**src/rtl/if_id_stage.sv**
```systemverilog
// if_id_stage: instruction fetch (PC, imem address) plus IF/ID pipeline register
//   clk_i, rst_n                      clock, async active-low reset
//   pc_hold_i, ifid_hold_i            hazard-unit freezes for PC and IF/ID
//   branch_taken_i, branch_target_i   EX-stage redirect (flushes IF/ID)
//   imem_addr_o, imem_data_i          instruction memory, combinational read
//   id_inst_o, id_pc_plus4_o, id_valid_o  IF/ID register towards decode
//   stall_cnt_o, flush_cnt_o          saturating performance counters
module if_id_stage #(
  parameter int ADDR_W = 32,
  parameter int INST_W = 32,
  parameter logic [ADDR_W-1:0] RESET_PC = '0
) (
  input  logic              clk_i,
  input  logic              rst_n,
  input  logic              pc_hold_i,
  input  logic              ifid_hold_i,
  input  logic              branch_taken_i,
  input  logic [ADDR_W-1:0] branch_target_i,
  output logic [ADDR_W-1:0] imem_addr_o,
  input  logic [INST_W-1:0] imem_data_i,
  output logic [INST_W-1:0] id_inst_o,
  output logic [ADDR_W-1:0] id_pc_plus4_o,
  output logic              id_valid_o,
  output logic [15:0]       stall_cnt_o,
  output logic [15:0]       flush_cnt_o
);
  logic [ADDR_W-1:0] pc;
  logic [ADDR_W-1:0] pc_plus4;
  assign pc_plus4    = pc + ADDR_W'(4);
  assign imem_addr_o = pc;
  always_ff @(posedge clk_i or negedge rst_n) begin
    if (!rst_n) begin
      pc            <= RESET_PC;
      id_inst_o     <= '0;
      id_pc_plus4_o <= '0;
      id_valid_o    <= 1'b0;
      stall_cnt_o   <= '0;
      flush_cnt_o   <= '0;
    end else begin
      // branch wins over hold; target is forced word-aligned
      pc <= branch_taken_i ? {branch_target_i[ADDR_W-1:2], 2'b00} :
            pc_hold_i      ? pc : pc_plus4;
      // flush injects a NOP bubble without looking at imem_data_i
      if (branch_taken_i) begin
        id_inst_o     <= '0;
        id_pc_plus4_o <= '0;
        id_valid_o    <= 1'b0;
      end else if (!ifid_hold_i) begin
        id_inst_o     <= imem_data_i;
        id_pc_plus4_o <= pc_plus4;
        id_valid_o    <= 1'b1;
      end
      if (pc_hold_i && !branch_taken_i && stall_cnt_o != 16'hFFFF)
        stall_cnt_o <= stall_cnt_o + 16'd1;
      if (branch_taken_i && flush_cnt_o != 16'hFFFF)
        flush_cnt_o <= flush_cnt_o + 16'd1;
    end
  end
endmodule

```
**config.mk**
```make
export PLATFORM = sky130hd
export DESIGN_NAME = if_id_stage
export DESIGN_NICKNAME = d
export VERILOG_FILES = /design/src/rtl/if_id_stage.sv
export SDC_FILE = /design/constraint.sdc
export NUM_CORES = 1
export LEC_CHECK = 0
export BUFFER_PORTS_ARGS = -buffer_cell sky130_fd_sc_hd__buf_2
export CORE_ASPECT_RATIO = 0.5
export CORE_MARGIN = 4
export CORE_UTILIZATION = 37
export CTS_CLUSTER_DIAMETER = 150
export DETAILED_ROUTE_END_ITERATION = 8
export SYNTH_ARGS = -nofsm -noshare
export SYNTH_HDL_FRONTEND = slang
export SYNTH_SLANG_ARGS = --single-unit
```
**constraint.sdc**
```tcl
create_clock -name clk_i -period 2.7 [get_ports clk_i]
set_input_delay 0.27 -clock clk_i [delete_from_list [all_inputs] [get_ports clk_i]]
set_output_delay 0.27 -clock clk_i [all_outputs]
set_load 0.005 [all_outputs]
```
* Word level (Yosys, flattened, before mapping) *
Cells that the tools add are included.

word-level totals
  bits in read-only memories = 0
  bits in writable memories = 0
  bits in latches = 0
  output and inout bits = 129
  register bits after elaboration = 129
  memories kept = 0

cells by class
  equality and inequality tests = 4
  reductions and logical operators = 4
  bitwise gates (word level) = 0
  $mul = 0
  shifts and indexed selects = 0
  $add $sub $neg = 3
  divide/modulo/power cells = 0
  $lt $le $gt $ge = 0
  mux-type cells = 8

operators by type and width
  operator                 number
  $mux W32                 6
  $add A16 B1 Y16 const B  2
  $add A32 B3 Y32 const B  1
  $ne A16 B16 Y1 const B   2
  $ne A2 B1 Y1 const B     2
  $logic_and A1 B1 Y1      3
  $mux W1                  2
  $logic_not A1 Y1         1

* Longest topological paths before layout *
Gate-level depths: netlist of run 1.

  word-level depth = 3
  gate-level depth with buffers = 7

* Least setup slack after synthesis of run 1 *
No wires, ideal clock.

  path type = register -> register
  start point = register pc[14], in the netlist imem_addr_o[14]
  end point = register id_pc_plus4_o[31]
  required time = 2.601 ns
  data arrival time = 2.016 ns
  period minus slack after synthesis = 2.115 ns
  stages on the path, launching flop included = 7
  slack = 0.585 ns
  buffers on the path = 2
  cells stage by stage = dfrtp_1 > buf_2 > nand4_2 > or4_1 > clkbuf_1 > or4_1 > a311oi_1

on the way
  longest elaborated chain between the ends = 3

ends and longest elaborated chain
  element                   line  RTL
  start: declaration        27    logic [ADDR_W-1:0] pc;
  start signal: assignment  41    pc <= branch_taken_i ? {branch_target_i[ADDR_W-1:2], 2'b00} :
  $add A32 B3 Y32           29    assign pc_plus4 = pc + ADDR_W'(4);
  $mux W32                  48    end else if (!ifid_hold_i) begin
  $mux W32                  44    if (branch_taken_i) begin
  end signal: assignment    50    id_pc_plus4_o <= pc_plus4;
  end: declaration          22    output logic [ADDR_W-1:0] id_pc_plus4_o,

Every way passes these cells. The select of a mux whose other input is x is not followed.
A chain may end at the register's enable or synchronous reset.

* Worst setup path after layout of run 1 *
  start point = register pc[2], in the netlist imem_addr_o[2]
  end point = register id_pc_plus4_o[31]

Same word-level chain as after synthesis.

==> qor.yml, run 1 <==
drive_gt1_share_pct: 30.2
pwr-share-clk_pct: 42.4
ys_warn_count: 0
fin_tns_setup_ns: 0
antenna_found_initial: 1
h-tree-depth: 4
reg2reg_from: "imem_addr_o[2]$_DFFE_PN0N_"
worstHoldPathCells: 3
gp_congestion: 0.855
endpoint_kind: "flip-flop"
synth_flop_cell: "dfrtp_1"
top_layer_used: "met5"
layout-area-overhead-vs-synth_pct: 29.0
drt_pre_antenna_iters: 5
timing.fmax_mhz: 416
ys_types: 52
cp_slowest_cell: "or4_1"
startpoint_type: "flip-flop"
worstSetupPathType: "flip-flop to flip-flop"
ios: 198
cts_hold_buf: 1
critPathMaxStageDelay_ns: 0.78
power_density_mw_per_mm2: 684
clk_pin_slew_worst_paths_ns: 0.06
cp.arrival_ns: 2.71
avgViaCountPerCell: 5.21
hold_viol: 0
skew_ns: 0.0108
timing.slew.headroom_pct: 56.1
die_y_um: 101
p_sw_uw: 1620
worstPathMaxFanout: 15
wl_met1_mm: 8.37
cap_violations: 0
pwr-share-seq_pct: 41.9
hold_class: "primary input to flip-flop"
clkSinkCount: 126
wl_met2_mm: 8.65
grt_max_degree: 52
cts_buffers: 17
synth_edf_count: 0
run_status: "complete, no violations"
yosysSeqAreaShare_pct: 49.7
p_int_uw: 3970
placed_cell_area_mm2: 0.00755
synth.largest_area_cell: "dfrtp_1"
hpwl_mm: 13.0
rsz0062_at_grt: "no"
met3_length_um: 918
cts_root_buf: "clkbuf_16"
grt_pass1_vias: 5639
netlist_instances: 649
design_area_mm2: 0.00818
die_x_um: 193
slew_violations: 0
diodes: 0
synth.top_cells.by_area: "dfrtp_1 50%, mux2i_1 5.4%, nor2_1 5.1%"
syn-mean-instance-area_um2: 9.77
grt_first_pass_wirelength_mm: 29.6
synth_seq_cells: 126
rows: 33
worstMarginPinSlew_ns: 0.658
drcViolationCount: 0
coreArea_mm2: 0.0166
fin_crit_ns: 2.40
cts_max_path_buffers: 2
startpoint: "imem_addr_o[2]$_DFFE_PN0N_"
grt_overflow: 0
clkLatencyLatePin_ns: 0.41
final_antenna_net_count: 0
min_from: "branch_target_i[12]"
async_flop_share_pct: 100
synth_most_common_cell: "dfrtp_1"
post_drt_wl_per_cell_um: 16.8
ys_top_cells_by_count: "126 x dfrtp_1, 86 x nor2_1, 44 x nand2_1, 36 x clkbuf_1, 34 x mux2i_1"
wirelength_mm: 18.1
io_buffers: 193
start_util_pct: 38.2
pwr-share-comb_pct: 15.7
path_cells: "nand4_2 -> or4_1 -> or4_1 -> a311oi_1"
cp_common_cell: "or4_1"
hold_slack_ns: 0.0657
detail_route.iter0.violations: 363
setup_violations: 0
worstRegToRegCells: 4
synth.top_cell.area_share_pct: 49.7
dieArea_mm2: 0.0194
ir_worst_vdd_mv: 0.424
cts_resized: 0
critPathRequiredTime_ns: 3.01
p_leak_uw: 0.00388
cts_tree: "done"
switching_share_pct: 29.0
post_cts.repair.setup_buffers: 0
period_share_pct: 88.9
nets: 904
vias: 5583
grt_usage_pct: 19.1
synth_area_mm2: 0.00634
-- power groups by stage --
| stage | combinational, µW | sequential [µW] | clock (µW) |
|---|---|---|---|
| floorplan | 454 | 2330 | 0 |
| detailed placement | 888 | 2370 | 0 |
| finish | 875 | 2340 | 2370 |
| CTS | 893 | 2340 | 2420 |
| global route | 996 | 2380 | 2530 |
| global placement | 875 | 2360 | 0 |
-- path summary, 6_finish.rpt --
kind | end | slack, ns
max reg2reg | id_pc_plus4_o[31]$_DFFE_PN0P_ | 0.30
min | imem_addr_o[12]$_DFFE_PN0N_ | 0.07
max | id_pc_plus4_o[31]$_DFFE_PN0P_ | 0.30
min reg2reg | id_valid_o$_DFFE_PN0P_ | 0.48
max in group asynchronous | id_pc_plus4_o[29]$_DFFE_PN0P_ | 1.51
min in group asynchronous | id_inst_o[29]$_DFFE_PN0P_ | 0.45
-- critical path: cells and delay by family (launching register included) --
| family | cells | cell delay [ns] |
|---|---|---|
| AND/OR/NAND/NOR | 3 | 1.53 |
| flip-flops | 1 | 0.49 |
| AO/OA/AOI/OAI | 1 | 0.27 |
-- cell type report --
type                       instances  area (µm²)
timing repair buffer             215        1150
multi-input combinational        462        2940
clock inverter                    15         188
clock buffer                      17         425
tap                              227         284
fill                            1630        8420
sequential                       126        3150
inverter                          10        37.5
-- layer usage --
metal	vias up	track usage [%]
met2	131	30.9
li1	2722	-
met1	2716	26.1
met5	-	0
met3	12	5.47
met4	2	3.64
-- state kept, by name, indices dropped and copies added, names as in the netlist --
| signal | count |
|---|---|
| stall_cnt_o | 16 |
| imem_addr_o | 30 |
| id_valid_o | 1 |
| id_inst_o | 32 |
| id_pc_plus4_o | 31 |
| flush_cnt_o | 16 |
-- cells by family after synthesis --
family	share of synthesized area (%)
compound gates	11.8
flops	49.7
simple gates	21.4
mux	5.72
buf+inv	3.97
fa+ha+maj	0.592
xor+xnor	6.77
other cells	0.0591
-- through the flow --
| step | power [µW] | worst slack [ns] | std cells | util (%) |
|---|---|---|---|---|
| 6_report | 5590 | 0.299 | 1072 | 49.3 |
| 2_1_floorplan | 2790 | 0.585 | 650 | - |
| 3_3_place_gp | 3240 | 0.373 | 1039 | 45.5 |
| 5_1_grt | 5900 | 0.134 | 1072 | 49.3 |
| 3_5_place_dp | 3260 | 0.316 | 1039 | 45.5 |
| 4_1_cts | 5660 | 0.303 | 1072 | 49.3 |
-- cell usage in the layout, fill, tap and decap left out, types with 10 or more instances in the layout --
cell type    n
buf_2      192
dfrtp_1    126
nor2_1      86
nand2_1     44
mux2i_1     34
o21ai_0     30
xnor2_1     27
xor2_1      22
or3_1       21
nand4_1     21
buf_4       21
nor3_1      19
or4_1       18
clkbuf_16   17
nand3_1     15
a31oi_1     14
o31ai_1     12
a311oi_1    11
a211oi_1    11
a21oi_1     10
Note: power is estimated with default switching activity, not from simulation.
==> run 2, diff against run 1 <==
ABC_AREA = 1   (was default)
==> qor.yml, run 2 <==
syn-mean-instance-area_um2: 7.65  # was 9.77 µm²
worstRegToRegCells: 8  # was 4
synth_edf_count: 0  # unchanged
synth_area_mm2: 0.00668  # was 0.00634 mm²
slew_violations: 0  # unchanged
period_share_pct: 66.0  # was 88.9%
avgViaCountPerCell: 4.86  # was 5.21
synth_flop_cell: "dfrtp_1"  # unchanged
ios: 198  # unchanged
grt_max_degree: 68  # was 52
io_buffers: 193  # unchanged
critPathRequiredTime_ns: 3.00  # was 3.01 ns
ir_worst_vdd_mv: 0.410  # was 0.424 mV
drive_gt1_share_pct: 25.1  # was 30.2%
cap_violations: 0  # unchanged
rsz0062_at_grt: "no"  # unchanged
gp_congestion: 0.886  # was 0.855
hold_viol: 0  # unchanged
cts_root_buf: "clkbuf_16"  # unchanged
netlist_instances: 873  # was 649
ys_types: 38  # was 52
largest_register: "id_inst_o"  # unchanged
setup_violations: 0  # unchanged
min_from: "branch_target_i[6]"  # was branch_target_i[12]
h-tree-depth: 4  # unchanged
fin_tns_setup_ns: 0  # unchanged
cts_max_path_buffers: 2  # unchanged
hpwl_mm: 13.8  # was 13.0 mm
yosysSeqAreaShare_pct: 47.2  # was 49.7%
reg2reg_from: "imem_addr_o[2]$_DFFE_PN0N_"  # unchanged
die_x_um: 198  # was 193 µm
dieArea_mm2: 0.0204  # was 0.0194 mm²
grt_usage_pct: 19.1  # about the same
coreArea_mm2: 0.0175  # was 0.0166 mm²
cts_tree: "done"  # unchanged
numPlacedInstances: 1274  # was 1039
startpoint: "imem_addr_o[2]$_DFFE_PN0N_"  # unchanged
grt_overflow: 0  # unchanged
placed_cell_area_mm2: 0.00784  # was 0.00755 mm²
layout_common_cells: "330 x nand2_1, 192 x buf_2, 126 x dfrtp_1, 80 x nand3_1, 69 x inv_1"  # was 192 x buf_2, 126 x dfrtp_1, 86 x nor2_1, 44 x nand2_1, 34 x mux2i_1
cts_resized: 0  # unchanged
run_status: "complete, no violations"  # unchanged
fin_crit_ns: 1.78  # was 2.40 ns
drt_pre_antenna_iters: 5  # unchanged
grt_pass1_vias: 6139  # was 5639
detail_route.iter0.violations: 344  # was 363
post_cts.repair.setup_buffers: 0  # unchanged
clkSinkCount: 126  # unchanged
synth.top_cell.area_share_pct: 47.2  # was 49.7%
layout_commonest_cell: "nand2_1"  # was buf_2
worstSetupPathType: "flip-flop to flip-flop"  # unchanged
start_util_pct: 38.1  # was 38.2%
drcViolationCount: 0  # unchanged
synth.largest_area_cell: "dfrtp_1"  # unchanged
timing.slew.headroom_pct: 42.0  # was 56.1%
cts_buffers: 17  # unchanged
grt_first_pass_wirelength_mm: 31.2  # was 29.6 mm
synth.top_cells.by_area: "dfrtp_1 47%, nand2_1 19%, nand3_1 6.0%"  # was dfrtp_1 50%, mux2i_1 5.4%, nor2_1 5.1%
synth_seq_cells: 126  # unchanged
largest_reg_flops: 32  # unchanged
worstPathMaxFanout: 6  # was 15
rows: 34  # was 33
worstHoldPathCells: 3  # unchanged
startpoint_type: "flip-flop"  # unchanged
async_flop_share_pct: 100  # unchanged
clk_pin_slew_worst_paths_ns: 0.06  # about the same
final_core_util_pct: 48.6  # was 49.3%
post_drt_wl_per_cell_um: 14.7  # was 16.8 µm
timing.fmax_mhz: 561  # was 416 MHz
vias: 6362  # was 5583
cts_hold_buf: 1  # unchanged
power_density_mw_per_mm2: 678  # was 684 mW/mm²
die_y_um: 103  # was 101 µm
clkLatencyLatePin_ns: 0.41  # about the same
final_cells: 1308  # was 1072
ys_top_cells_by_count: "330 x nand2_1, 126 x dfrtp_1, 80 x nand3_1, 70 x inv_1, 53 x nor2_1"  # was 126 x dfrtp_1, 86 x nor2_1, 44 x nand2_1, 36 x clkbuf_1, 34 x mux2i_1
cp.arrival_ns: 2.08  # was 2.71 ns
skew_ns: 0.00901  # was 0.0108 ns
final_antenna_net_count: 0  # unchanged
hold_class: "primary input to flip-flop"  # unchanged
wirelength_mm: 19.2  # was 18.1 mm
worstMarginPinSlew_ns: 0.870  # was 0.658 ns
ys_warn_count: 0  # unchanged
design_area_mm2: 0.00851  # was 0.00818 mm²
synth_most_common_cell: "nand2_1"  # was dfrtp_1
p_leak_uw: 0.00449  # was 0.00388 µW
antenna_found_initial: 0  # was 1
nets: 1132  # was 904
endpoint_kind: "flip-flop"  # unchanged
layout-area-overhead-vs-synth_pct: 27.5  # was 29.0%
==> run 2: cell count changes in the layout (fill, tap and decap cells not counted), sizes merged, moves of 21 or more <==
cell / change
or3: -21
nand2: +292
nor2: -22
o21ai: +25
nand3: +68
inv: +61
mux2i: -34
==> run 2: critical path, cell delays in order (launching register included) <==
cell	delay, ns
dfrtp_1	0.42
ha_1	0.25
nand2_1	0.11
nor2_4	0.13
nand2_2	0.16
nor2_2	0.28
nand3_1	0.14
nand4_1	0.11
nand2_1	0.06
==> run 2: logic make-up after synthesis <==
| family | synth area share (%) |
|---|---|
| DFF | 47.2 |
| xor gates and xnor gates | 3.15 |
| and+or+nand+nor | 35.0 |
| buffers and inverters | 7.40 |
| adders and majority gates | 0.562 |
| AOI/OAI and AO/OA | 6.56 |
| other | 0.0562 |
==> run 2: layout make-up <==
class	instances	area (µm²)
diodes	1	2.50
clock buffers	23	498
clock inverters	9	155
fillers	1803	9020
inverters	74	283
multi-input cells	636	3040
flip-flops and latches	126	3150
well taps	234	293
repair buffers	205	1090
==> run 2: power breakdown <==
group,internal [µW],switching (µW)
clock,1670,853
sequential,2090,240
combinational,377,536
total,4140,1630
==> run 2: through the flow <==
| step | power, µW | hold slack [ns] | worst slack [ns] |
|---|---|---|---|
| after floorplan | 2820 | -0.0256 | 1.14 |
| after global placement | 3270 | 0.441 | 0.938 |
| after detailed placement | 3290 | 0.444 | 0.896 |
| after CTS | 5840 | 0.0648 | 0.906 |
| after global routing | 6080 | 0.0778 | 0.764 |
| final | 5770 | 0.0786 | 0.917 |
==> run 2: final timing paths <==
path,to,slack (ns)
worst max-delay path,id_pc_plus4_o[20]$_DFFE_PN0P_,0.92
worst min-delay path,imem_addr_o[6]$_DFFE_PN0N_,0.08
worst max register to register,id_pc_plus4_o[20]$_DFFE_PN0P_,0.92
worst min register to register,id_inst_o[27]$_DFFE_PN0P_,0.46
max in group asynchronous,id_pc_plus4_o[26]$_DFFE_PN0P_,1.39
min in group asynchronous,id_inst_o[22]$_DFFE_PN0P_,0.53
==> run 2: routing by layer <==
metal	up-vias	global-route usage [%]	share of wire (%)
met2	159	30.8	46
met4	0	7.77	2.0
met1	2993	25.1	46
met5	-	0	0
li1	3181	-	-
met3	29	4.73	5.6
==> run 3, diff against run 2 <==
clock period = 1.6 ns   (was 2.7 ns; I/O delays follow)
==> qor.yml, run 3 (synthesis gave the netlist of run 2 again) <==
antenna_found_initial: 0  # unchanged
final_antenna_net_count: 0  # unchanged
slew_violations: 0  # unchanged
startpoint_type: "flip-flop"  # unchanged
largest_reg_flops: 32  # unchanged
hpwl_mm: 14.4  # was 13.8 mm
worstSetupPathType: "flip-flop to flip-flop"  # unchanged
cts_tree: "done"  # unchanged
fin_tns_setup_ns: 0  # unchanged
seq_area_mm2: 0.00316  # was 0.00315 mm²
diodes: 0  # was 1
nFillCells: 1676  # was 1803
rsz0062_at_grt: "yes"  # was no
post_drt_wl_per_cell_um: 14.8  # was 14.7 µm
worstPathMaxFanout: 18  # was 6
ios: 198  # unchanged
drt_pre_antenna_iters: 5  # unchanged
period_share_pct: 97.0  # was 66.0%
layout_common_cells: "328 x nand2_1, 192 x buf_2, 123 x dfrtp_1, 80 x nand3_1, 69 x inv_1"  # was 330 x nand2_1, 192 x buf_2, 126 x dfrtp_1, 80 x nand3_1, 69 x inv_1
die_x_um: 198  # unchanged
rows: 34  # unchanged
skew_ns: 0.0118  # was 0.00901 ns
grt_first_pass_wirelength_mm: 32.8  # was 31.2 mm
hold_class: "primary input to flip-flop"  # unchanged
nets: 1202  # was 1132
dieArea_mm2: 0.0204  # unchanged
hold_viol: 0  # unchanged
avgViaCountPerCell: 4.86  # about the same
coreArea_mm2: 0.0175  # unchanged
cap_violations: 0  # unchanged
largest_register: "id_inst_o"  # unchanged
drive_gt1_share_pct: 27.5  # was 25.1%
ir_worst_vdd_mv: 0.699  # was 0.410 mV
timing.fmax_mhz: 645  # was 561 MHz
critPathRequiredTime_ns: 1.89  # was 3.00 ns
h-tree-depth: 4  # unchanged
clkSinkCount: 126  # unchanged
gp_congestion: 0.854  # was 0.886
cp.arrival_ns: 1.84  # was 2.08 ns
drcViolationCount: 0  # unchanged
cts_max_path_buffers: 2  # unchanged
die_y_um: 103  # unchanged
fin_crit_ns: 1.55  # was 1.78 ns
io_buffers: 193  # unchanged
detail_route.iter0.violations: 321  # was 344
layout-area-overhead-vs-synth_pct: 38.2  # was 27.5%
setup_violations: 0  # unchanged
multi_input_area_mm2: 0.00312  # was 0.00304 mm²
p_leak_uw: 0.00480  # was 0.00449 µW
wirelength_mm: 20.3  # was 19.2 mm
cts_root_buf: "clkbuf_16"  # unchanged
clk_pin_slew_worst_paths_ns: 0.06  # about the same
power_density_mw_per_mm2: 1050  # was 678 mW/mm²
grt_usage_pct: 20.0  # was 19.1%
start_util_pct: 38.1  # unchanged
run_status: "complete, no violations"  # unchanged
clkLatencyLatePin_ns: 0.42  # was 0.41 ns
endpoint_kind: "flip-flop"  # unchanged
grt_max_degree: 68  # unchanged
grt_overflow: 0  # unchanged
vias: 6699  # was 6362
layout_commonest_cell: "nand2_1"  # unchanged
grt_pass1_vias: 6416  # was 6139
cts_buffers: 17  # unchanged
final_core_util_pct: 52.6  # was 48.6%
## run 3: changes by cell type in the layout (fill, tap and decap cells not counted), sizes merged, moves of 2 or more
cell / change
dlygate4sd3: +38
clkinv: +3
buf: +32
bufinv: -2
clkbuf: -3
## run 3: repair_timing
item / 4_1_cts / 5_1_grt
pin swaps: 0 / 6
resized for setup: 2 / 28
hold endpoints to repair: 62 / 0
endpoints found under the setup margin: 12 / 65
buffers inserted: 0 / 7
hold buffers: 39 / 0
## run 3: final timing paths
path / depth (start not counted) / start / slack (ns) / end
setup / recovery: 8 / stall_cnt_o[1]$_DFFE_PN0P_ / 0.05 / stall_cnt_o[15]$_DFFE_PN0P_
hold / removal: 5 / branch_target_i[21] / 0.04 / imem_addr_o[21]$_DFFE_PN0N_
setup reg to reg: 8 / stall_cnt_o[1]$_DFFE_PN0P_ / 0.05 / stall_cnt_o[15]$_DFFE_PN0P_
hold reg to reg: 2 / id_inst_o[22]$_DFFE_PN0P_ / 0.46 / id_inst_o[22]$_DFFE_PN0P_
max in group asynchronous: 3 / rst_n / 0.80 / id_inst_o[7]$_DFFE_PN0P_
min in group asynchronous: 2 / rst_n / 0.22 / id_inst_o[22]$_DFFE_PN0P_
## run 3: where the power goes
group          switching (µW)  leakage (µW)  total (µW)  internal (µW)
sequential                360       0.00164        3890           3530
clock                    1510      0.000275        3890           2380
combinational            1050       0.00289        1920            879
## run 3: worst max-delay path, stage by stage, from the launching register on
cell and delay [ns]:
dfrtp_1 0.40, ha_4 0.18, nand3_4 0.11, nor3_4 0.24, nand3_2 0.12, nand2_4 0.16, inv_8 0.07, nand2_1 0.07
o21ai_0 0.07
## run 3: cell type report
type	instances	share of cell area, %
Sequential cell	126	34.2
Clock inverter	12	1.49
Inverter	74	3.15
Clock buffer	20	4.95
Timing Repair Buffer	275	19.2
Multi-Input combinational cell	636	33.9
Tap cell	234	3.17
## run 3: per-stage QoR
step | setup WS, ns | hold slack (ns) | area [µm²] | power (µW) | instances
after floorplan | 0.0357 | -0.136 | 6680 | 4760 | 874
final | 0.0487 | 0.0419 | 9230 | 9710 | 1377
after detailed placement | -0.0257 | 0.128 | 8080 | 5710 | 1299
after CTS | -0.0181 | 0.0290 | 9070 | 9720 | 1370
after global routing | -0.0512 | 0.0580 | 9230 | 10200 | 1377
after global placement | 0.0235 | 0.119 | 8080 | 5670 | 1299
## run 3: metal layers
metal | track usage (%) | up-vias | share of wire, %
met1 | 26.5 | 3151 | 45
met5 | 0 | - | 0
met2 | 32.3 | 187 | 47
li1 | - | 3328 | -
met3 | 4.80 | 33 | 5.7
met4 | 7.56 | 0 | 2.0
